==> src/rtl/gear_acc_ctrl.sv <==
// Streaming accumulator sequencer: folds a job of operands into a running sum
// through an external combinational gear adder and hands back sum + signed overflow.
module gear_acc_ctrl #(
  parameter int WIDTH = 16,
  parameter int LEN_W = 8
) (
  input  logic             clk,
  input  logic             rst,
  input  logic             i_start,
  input  logic [LEN_W-1:0] i_len,
  input  logic             i_valid,
  input  logic [WIDTH-1:0] i_data,
  output logic             o_ready,
  output logic [WIDTH-1:0] o_add_a,
  output logic [WIDTH-1:0] o_add_b,
  output logic             o_add_carry,
  input  logic [WIDTH-1:0] i_add_sum,
  output logic             o_valid,
  output logic [WIDTH-1:0] o_sum,
  output logic             o_ovf,
  input  logic             i_ready,
  output logic             o_busy,
  output logic [LEN_W-1:0] o_count
);

  localparam logic [1:0] S_IDLE = 2'd0;
  localparam logic [1:0] S_ACC  = 2'd1;
  localparam logic [1:0] S_DONE = 2'd2;

  logic [1:0]       state;
  logic [WIDTH-1:0] acc;
  logic [LEN_W-1:0] count;
  logic [LEN_W-1:0] len;
  logic             ovf;

  logic beat, last, beat_ovf;

  // ready is a pure state decode, so there is no combinational i_valid->o_ready path
  assign beat     = (state == S_ACC) && i_valid;
  assign last     = (count == len - LEN_W'(1));
  assign beat_ovf = (i_data[WIDTH-1] == acc[WIDTH-1]) &&
                    (i_add_sum[WIDTH-1] != i_data[WIDTH-1]);

  always_ff @(posedge clk or posedge rst) begin
    if (rst) begin
      state <= S_IDLE;
      acc   <= '0;
      count <= '0;
      len   <= '0;
      ovf   <= 1'b0;
    end else begin
      case (state)
        S_IDLE: begin
          if (i_start) begin
            len   <= i_len;
            acc   <= '0;
            count <= '0;
            ovf   <= 1'b0;
            state <= (i_len != '0) ? S_ACC : S_DONE;
          end
        end
        S_ACC: begin
          if (beat) begin
            acc   <= i_add_sum;
            count <= count + LEN_W'(1);
            ovf   <= ovf | beat_ovf;
            if (last) state <= S_DONE;
          end
        end
        S_DONE: begin
          if (i_ready) state <= S_IDLE;
        end
        default: state <= S_IDLE;
      endcase
    end
  end

  assign o_ready     = (state == S_ACC);
  assign o_valid     = (state == S_DONE);
  assign o_busy      = (state != S_IDLE);
  assign o_add_a     = i_data;
  assign o_add_b     = acc;
  assign o_add_carry = 1'b0;
  assign o_sum       = o_valid ? acc : '0;
  assign o_ovf       = o_valid & ovf;
  assign o_count     = count;

endmodule

==> config.mk <==
export PLATFORM = sky130hd
export DESIGN_NAME = gear_acc_ctrl
export DESIGN_NICKNAME = d
export VERILOG_FILES = /design/src/rtl/gear_acc_ctrl.sv
export SDC_FILE = /design/constraint.sdc
export NUM_CORES = 1
export LEC_CHECK = 0
export BUFFER_PORTS_ARGS = -buffer_cell sky130_fd_sc_hd__buf_2
export CELL_PAD_IN_SITES_DETAIL_PLACEMENT = 0
export CELL_PAD_IN_SITES_GLOBAL_PLACEMENT = 2
export CORE_UTILIZATION = 22
export CTS_BUF_LIST = sky130_fd_sc_hd__clkbuf_16
export DETAILED_ROUTE_END_ITERATION = 8
export GPL_TIMING_DRIVEN = 0
export PLACE_DENSITY_LB_ADDON = 0.1
export SETUP_SLACK_MARGIN = 0.02
export SYNTH_ARGS = -nofsm -noshare
export SYNTH_HDL_FRONTEND = slang
export SYNTH_SLANG_ARGS = --single-unit
==> constraint.sdc <==
create_clock -name clk -period 1.85 [get_ports clk]
set_input_delay 0.37 -clock clk [delete_from_list [all_inputs] [get_ports clk]]
set_output_delay 0.37 -clock clk [all_outputs]
set_load 0.01 [all_outputs]
# After elaboration in Yosys (flattened, before gate mapping)
# Index checks and enable logic that the tools add are counted.
[classes] add_sub_neg=2 eq_ne=9 mux=16 n_bitwise=2 n_reduce_logical=9
[ops] cell="2-to-1 mux 16 bit" n=3
[ops] cell="case mux 16 bit (2 select lines)" n=1
[ops] cell="2-to-1 mux 8 bit" n=2
[ops] cell="case mux 8 bit (2 select lines)" n=1
[ops] cell="2-to-1 mux 2 bit" n=5
[ops] cell="adder 8 x 1 -> 8 bit, second input constant" n=1
[ops] cell="== test 8 bit" n=1
[ops] cell="nonzero test 8 bit" n=1
[ops] cell="subtractor 8 x 1 -> 8 bit, second input constant" n=1
[ops] cell="!= test 2 x 1 -> 1 bit, second input constant" n=3
[ops] cell="case mux 2 bit (3 select lines)" n=1
[ops] cell="AND reduction 4 bit" n=1
[ops] cell="nonzero test 2 bit" n=2
[ops] cell="AND reduction 3 bit" n=1
[ops] cell="== test 2 x 1 -> 1 bit, second input constant" n=1
[ops] cell="== test 2 bit, second input constant" n=1
[ops] cell="logical AND 1 bit" n=2
[ops] cell="logical NOT 2 bit" n=1
[ops] cell="2-to-1 mux 1 bit" n=2
[ops] cell="!= test 2 bit, second input constant" n=1
[ops] cell="case mux 1 bit (2 select lines)" n=1
[ops] cell="AND reduction 2 bit" n=1
[ops] cell="AND 1 bit" n=1
[ops] cell="== test 1 bit" n=1
[ops] cell="other kinds (2)" n=2
[totals] reg_bits=35 word_cells=43

# Logic depth before layout (Yosys ltp)
# Gate-level depths: netlist (run 1).
[logic_depth] depth_word=5 mapped_depth=7 depth_no_buf=7

# Worst setup path before layout (run 1)
# OpenSTA, ideal clock, no wires.
[synth_path] kind="flip-flop to flip-flop" startpoint="register len[0]" endpoint="register state[0]" setup_ps=123 arrival_ps=1747 slack_ps=-19 stages_incl_launch_ff=8 n_path_buf=0 period_less_slack_ps=1869 cell_sequence="dfrtp_1 inv_1 ha_1 nor2b_1 nor2_1 o2111ai_1 or4_4 o221a_1"
[synth_between] elab_chain_cells=4
[synth_lines] element="start, declared" line="33" rtl="logic [LEN_W-1:0] len;"
[synth_lines] element="start signal, assigned" line="55" rtl="len <= i_len;"
[synth_lines] element="subtractor 8 x 1 -> 8 bit" line="40" rtl="assign last = (count == len - LEN_W'(1));"
[synth_lines] element="== test 8 bit" line="40"
[synth_lines] element="!= test 2 x 1 -> 1 bit (no line)"
[synth_lines] element="AND reduction 4 bit (no line)"
[synth_lines] element="end signal, assigned" line="59" rtl="state <= (i_len != '0) ? S_ACC : S_DONE;"
[synth_lines] element="end, declared" line="30" rtl="logic [1:0] state;"
# No other way between the ends.
# A chain may end at the register's enable or synchronous reset.

# Worst setup path in the final report (run 1)
# Same ends and word-level chain as after synthesis.

==> impl_metrics.ini, run 1 <==
[sta]
finalSetupTns_ns = 0
fin_crit_ns = 1.82
finalHoldWorstSlack_ns = 0.223
worst_slew_pin_slew_ns = 0.765
slew-limit-headroom_pct = 49.0
finalHoldViolations = 0
skew_ns = 0.00686
rsz0062_at_grt = yes
fin_crit_sh_pct = 98.3
setup_viol = 0
setup_ws_ns = 0.0313
fmax_mhz = 550
maxSlewViolCount = 0

[clocking]
clock_path_buffers = 2
htreeDepth = 2
cts.sinks = 35
insertion_delay_ns = 0.28
path_clk_slew_ns = 0.05
numCtsBuffers = 5
cts_tree = yes
root_buffer = clkbuf_16
cts_hold_buffers = 0

[place]
portBuffers = 89
place_congestion = 0.679
hpwl_um = 3920
place_area_mm2 = 0.00249
pre_cts_ws_ns = -0.140

[yosys]
syn-num-nets = 243
netlist_instances = 196
yosysWarnings = 0
synth_seq_cells = 35
syn_avg_cell_area_um2 = 9.77
synth_top_area_cell = dfrtp_1
synth-edff-count = 0
syn_area_mm2 = 0.00191
postSynth.asyncResetShare_pct = 100
synth_top_area_share_pct = 45.8
yosys_most_used_dff = dfrtp_1
synth_most_common_cell = dfrtp_1
synthTopCellsByCount = dfrtp_1, nand2_1, and2_1, a22o_1, buf_4
ys_types = 35
synthTopCellsByArea = dfrtp_1, a22o_1, buf_4
synth.yosys.seq_area_share_pct = 45.8

[floorplan]
io_pins = 106
die_y_um = 95.3
core_mm2 = 0.00830
fp-row-count = 33
initial_utilization_pct = 23.1
die_area_mm2 = 0.00908
die_w_um = 95.3

[routing]
dr.max_layer_used = met4
num_vias = 1686
avgRoutedWirePerCell_um = 13.0
dr_wl_met3_um = 321
drc = 0
drt_pass1_iterations = 3
drt_iter0_drc = 55
routed_wl_um = 5210
vias_per_cell = 4.22
antenna_left = 0
route.met2.wl_um = 2440
drt-met1-wl_um = 2390

[setup_path]
rr_worst_depth = 7
crit_family = simple AND/OR/NAND/NOR gates
arrival_ns = 1.98
worstPathRequired_ns = 2.01
r2r_end = state[0]
critPathMaxStageDelay_ns = 0.53
path_buf_inv = 1
crit_slowest_cell = or4_4
critical_path_depth = 7
r2r_slack_ns = 0.03
startpoint = len[0]
cp_max_fo = 3
end_kind = register
endpoint = state[0]
path_cells = inv_2, ha_4, nand2b_4, nor4_4, xnor2_1, or4_4, o221a_1
critPathLaunchType = register
r2r_start = len[0]
critical_path_class = reg2reg

[outcome]
status = completed

[global_route]
grt_max_degree = 36
grt_pass1_vias = 1562
grt-ovfl-total = 0
grt_pass1_wl_um = 8160
grt_antenna_before_repair = 0
grt.total_usage_pct = 12.2

[pwr]
worst_ir_drop_vdd_mv = 0.430
powerDensity_mw_per_mm2 = 1540
p_leak_nw = 1.49

[layout]
final_layout_size_suffix_gt1_share_pct = 46.8
final_design_area_no_fill_mm2 = 0.00275
fin_nets = 342
fin_util_pct = 33.1
syn_to_final_growth_pct = 43.5
n_antenna_cell = 0

[worst_hold_path]
hold_class = in2async

[flow_run]
cap_violations = 0
kinds of logic after synthesis:
family,after synthesis,share of synthesized area [%]
and+or+nand+nor,81,22.9
AOI/OAI and AO/OA,29,11.7
DFF,35,45.8
muxes,2,1.11
adders and majority gates,2,1.31
xor gates and xnor gates,17,7.78
other,1,0.196
buffers and inverters,29,9.28
metal layers:
metal | global-route usage, % | vias up
met4 | 3.41 | 0
met1 | 16.2 | 782
li1 | - | 838
met3 | 3.03 | 5
met5 | 0 | -
met2 | 19.5 | 61
layout make-up:
| cell class | instances | area [um^2] |
|---|---|---|
| Clock inverter | 2 | 33.8 |
| Buffer | 23 | 163 |
| Clock buffer | 5 | 125 |
| Multi-Input combinational cell | 132 | 916 |
| Inverter | 5 | 18.8 |
| Tap cell | 105 | 131 |
| Timing Repair Buffer | 93 | 483 |
| Fill cell | 897 | 5550 |
| Sequential cell | 35 | 876 |
power by group:
group | switching [W] | internal (W) | leakage (nW)
Combinational | 0.000948 | 0.000946 | 0.944
Clock | 0.000303 | 0.000623 | 0.0811
Sequential | 0.000337 | 0.00108 | 0.461
sequential cells by signal (all words and copies together), names as in the netlist:
signal and cells:
ovf 1, len 8, o_count 8, o_add_b 16
state 2
cells in the final DEF (no fill, tap or decap), types with 2 or more instances in the layout:
cell	instances
nor2b_1	2
nand3_1	3
clkbuf_16	5
a22o_1	17
buf_2	91
nor2_1	13
xor2_1	7
a21oi_1	3
buf_6	2
and3_1	2
inv_2	3
inv_1	3
o21ai_0	5
and2_1	19
xnor2_1	9
clkbuf_2	2
clkbuf_4	2
dfrtp_1	35
nor4_1	2
nor2b_4	2
buf_4	19
nand2_1	27
nand4_1	2
worst min path at each step:
stage	start	to	slack [ns]	cells after the start
detailed placement	ovf	ovf	0.49	2
CTS	rst	o_count[2]	0.27	2
global route	i_len[5]	len[5]	0.30	3
floorplan	ovf	ovf	0.45	2
global placement	ovf	ovf	0.48	2
finish	rst	o_add_b[6]	0.22	2
through the flow:
stage               instances  power (W)
floorplan                 196    0.00247
global placement          390    0.00311
detailed placement        390    0.00310
CTS                       400    0.00422
global route              400    0.00460
finish                    400    0.00423
worst reg2reg max path: cells and delay by family, from the launching register on:
kind                     cells  cell delay [ns]
adder cells (fa/ha/maj)      1             0.16
flip-flops                   1             0.41
buffers and inverters        1             0.10
AND/OR/NAND/NOR              3             0.74
XOR/XNOR                     1             0.09
AO/OA/AOI/OAI                1             0.22
repair_timing:
action                     4_1_cts  5_1_grt
resized for setup               10        8
setup buffers                    3        1
pin swaps                        7        5
setup endpoints to repair       20       31
Power figures use the tool's default switching activity.
==> run 2: changes to the inputs <==
--- a/config.mk
+++ b/config.mk
@@ -10,9 +10,10 @@
 export CELL_PAD_IN_SITES_GLOBAL_PLACEMENT = 2
 export CORE_UTILIZATION = 22
 export CTS_BUF_LIST = sky130_fd_sc_hd__clkbuf_16
+export CTS_CLUSTER_SIZE = 14
 export DETAILED_ROUTE_END_ITERATION = 8
 export GPL_TIMING_DRIVEN = 0
-export PLACE_DENSITY_LB_ADDON = 0.1
+export PLACE_DENSITY = 0.77
 export SETUP_SLACK_MARGIN = 0.02
 export SYNTH_ARGS = -nofsm -noshare
 export SYNTH_HDL_FRONTEND = slang
==> run 2 against run 1 <==
  * Maximum frequency is 0.12% higher
  * Cell area is 1.5% higher
  * Non-clock buffer count is 2 higher
  * Routed wire length is 2.1% lower
  * Flip-flop and latch count stayed put
  * Critical path type unchanged
==> impl_metrics.ini, run 2 (synthesized netlist as in run 1, its figures left out) <==
[clocking]
htreeDepth = 2
root_buffer = clkbuf_16
insertion_delay_ns = 0.28
clock_path_buffers = 2
cts.sinks = 35
numCtsBuffers = 5
cts_hold_buffers = 0
cts_tree = yes
path_clk_slew_ns = 0.06

[layout]
final_common_cell = buf_2
layout_common_cells = buf_2, dfrtp_1, nand2_1
fin_nets = 344
n_antenna_cell = 0
largest_reg_flops = 16
final_layout_size_suffix_gt1_share_pct = 46.6
syn_to_final_growth_pct = 45.7

[global_route]
grt_pass1_wl_um = 8140
grt-ovfl-total = 0
grt_max_degree = 23
grt.total_usage_pct = 11.9
grt_pass1_vias = 1623
grt_antenna_before_repair = 0

[sta]
slew-limit-headroom_pct = 58.0
setup_viol = 0
rsz0062_at_grt = yes
fin_crit_sh_pct = 98.2
finalHoldViolations = 0
fmax_mhz = 551
skew_ns = 0.00771
finalSetupTns_ns = 0
maxSlewViolCount = 0
finalHoldWorstSlack_ns = 0.160
fin_crit_ns = 1.82
worst_slew_pin_slew_ns = 0.629

[setup_path]
critical_path_class = reg2reg
cpMostUsedCell = buf_6
cp_max_fo = 3
rr_worst_depth = 6
path_buf_inv = 2
critical_path_depth = 6
r2r_slack_ns = 0.03
path_cells = buf_6, nor3_4, buf_6, xnor2_2, or4_4, o221a_1
end_kind = register
crit_family = simple AND/OR/NAND/NOR gates
worstPathRequired_ns = 2.01
arrival_ns = 1.98
r2r_start = len[0]
critPathMaxStageDelay_ns = 0.55
crit_slowest_cell = or4_4
critPathLaunchType = register
r2r_end = state[0]

[floorplan]
initial_utilization_pct = 23.1
die_w_um = 95.3
io_pins = 106
die_area_mm2 = 0.00908
fp-row-count = 33
core_mm2 = 0.00830
die_y_um = 95.3

[routing]
num_vias = 1689
drt_pass1_iterations = 4
routed_wl_um = 5100
drc = 0
drt_iter0_drc = 50
avgRoutedWirePerCell_um = 12.6
vias_per_cell = 4.19
antenna_left = 0

[place]
portBuffers = 89
place_congestion = 0.730
hpwl_um = 3870

[worst_hold_path]
hold_class = in2async

[flow_run]
cap_violations = 0

[pwr]
worst_ir_drop_vdd_mv = 0.496
p_leak_nw = 1.51
powerDensity_mw_per_mm2 = 1530

[outcome]
status = completed
==> run 2: final cells by class <==
cell class	instances	area [um^2]
Fill cell	866	5510
Multi-Input combinational cell	132	915
Sequential cell	35	876
Timing Repair Buffer	95	518
Buffer	23	163
Tap cell	105	131
Clock buffer	5	125
Clock inverter	3	42.5
Inverter	5	18.8
==> run 2: worst max path at each step <==
| stage | from | slack, ns | to |
|---|---|---|---|
| after detailed placement | state[1] | -0.16 | o_sum[12] |
| after global routing | len[0] | -0.05 | state[0] |
| after global placement | state[1] | -0.14 | o_sum[10] |
| after floorplan | len[0] | 0.02 | state[0] |
| after CTS | len[1] | 0.03 | state[0] |
| final | len[0] | 0.03 | state[0] |
==> run 2: timing repair <==
action                                  in CTS  in global routing
endpoints found under the setup margin      22                 31
gates resized for setup                      5                 12
cloned                                       0                  0
buffers inserted                             4                  1
pin swaps                                    3                  5
==> run 2: power breakdown <==
part / total (W) / internal (W) / switching, W
clock network: 0.000958 / 0.000635 / 0.000322
logic: 0.00189 / 0.000959 / 0.000935
registers: 0.00141 / 0.00108 / 0.000335
==> run 2: metrics by stage <==
| step | cells | total power (W) | util, % | setup WS (ns) | area [um^2] |
|---|---|---|---|---|---|
| after floorplan | 196 | 0.00247 | - | 0.0248 | 1920 |
| after CTS | 403 | 0.00421 | 33.0 | 0.0298 | 2740 |
| after detailed placement | 391 | 0.00310 | 30.4 | -0.161 | 2520 |
| after global routing | 403 | 0.00460 | 33.6 | -0.0490 | 2790 |
| after global placement | 390 | 0.00307 | 30.0 | -0.138 | 2490 |
| final | 403 | 0.00426 | 33.6 | 0.0335 | 2790 |
==> run 2: layer usage <==
metal / routed length, um / GRT usage (%) / share of wire [%] / vias up
met5: 0 / 0 / 0 / -
met4: 55 / 3.41 / 1.1 / 0
met3: 317 / 3.43 / 6.2 / 5
met2: 2220 / 17.9 / 43 / 59
met1: 2510 / 16.5 / 49 / 779
li1: - / - / - / 846
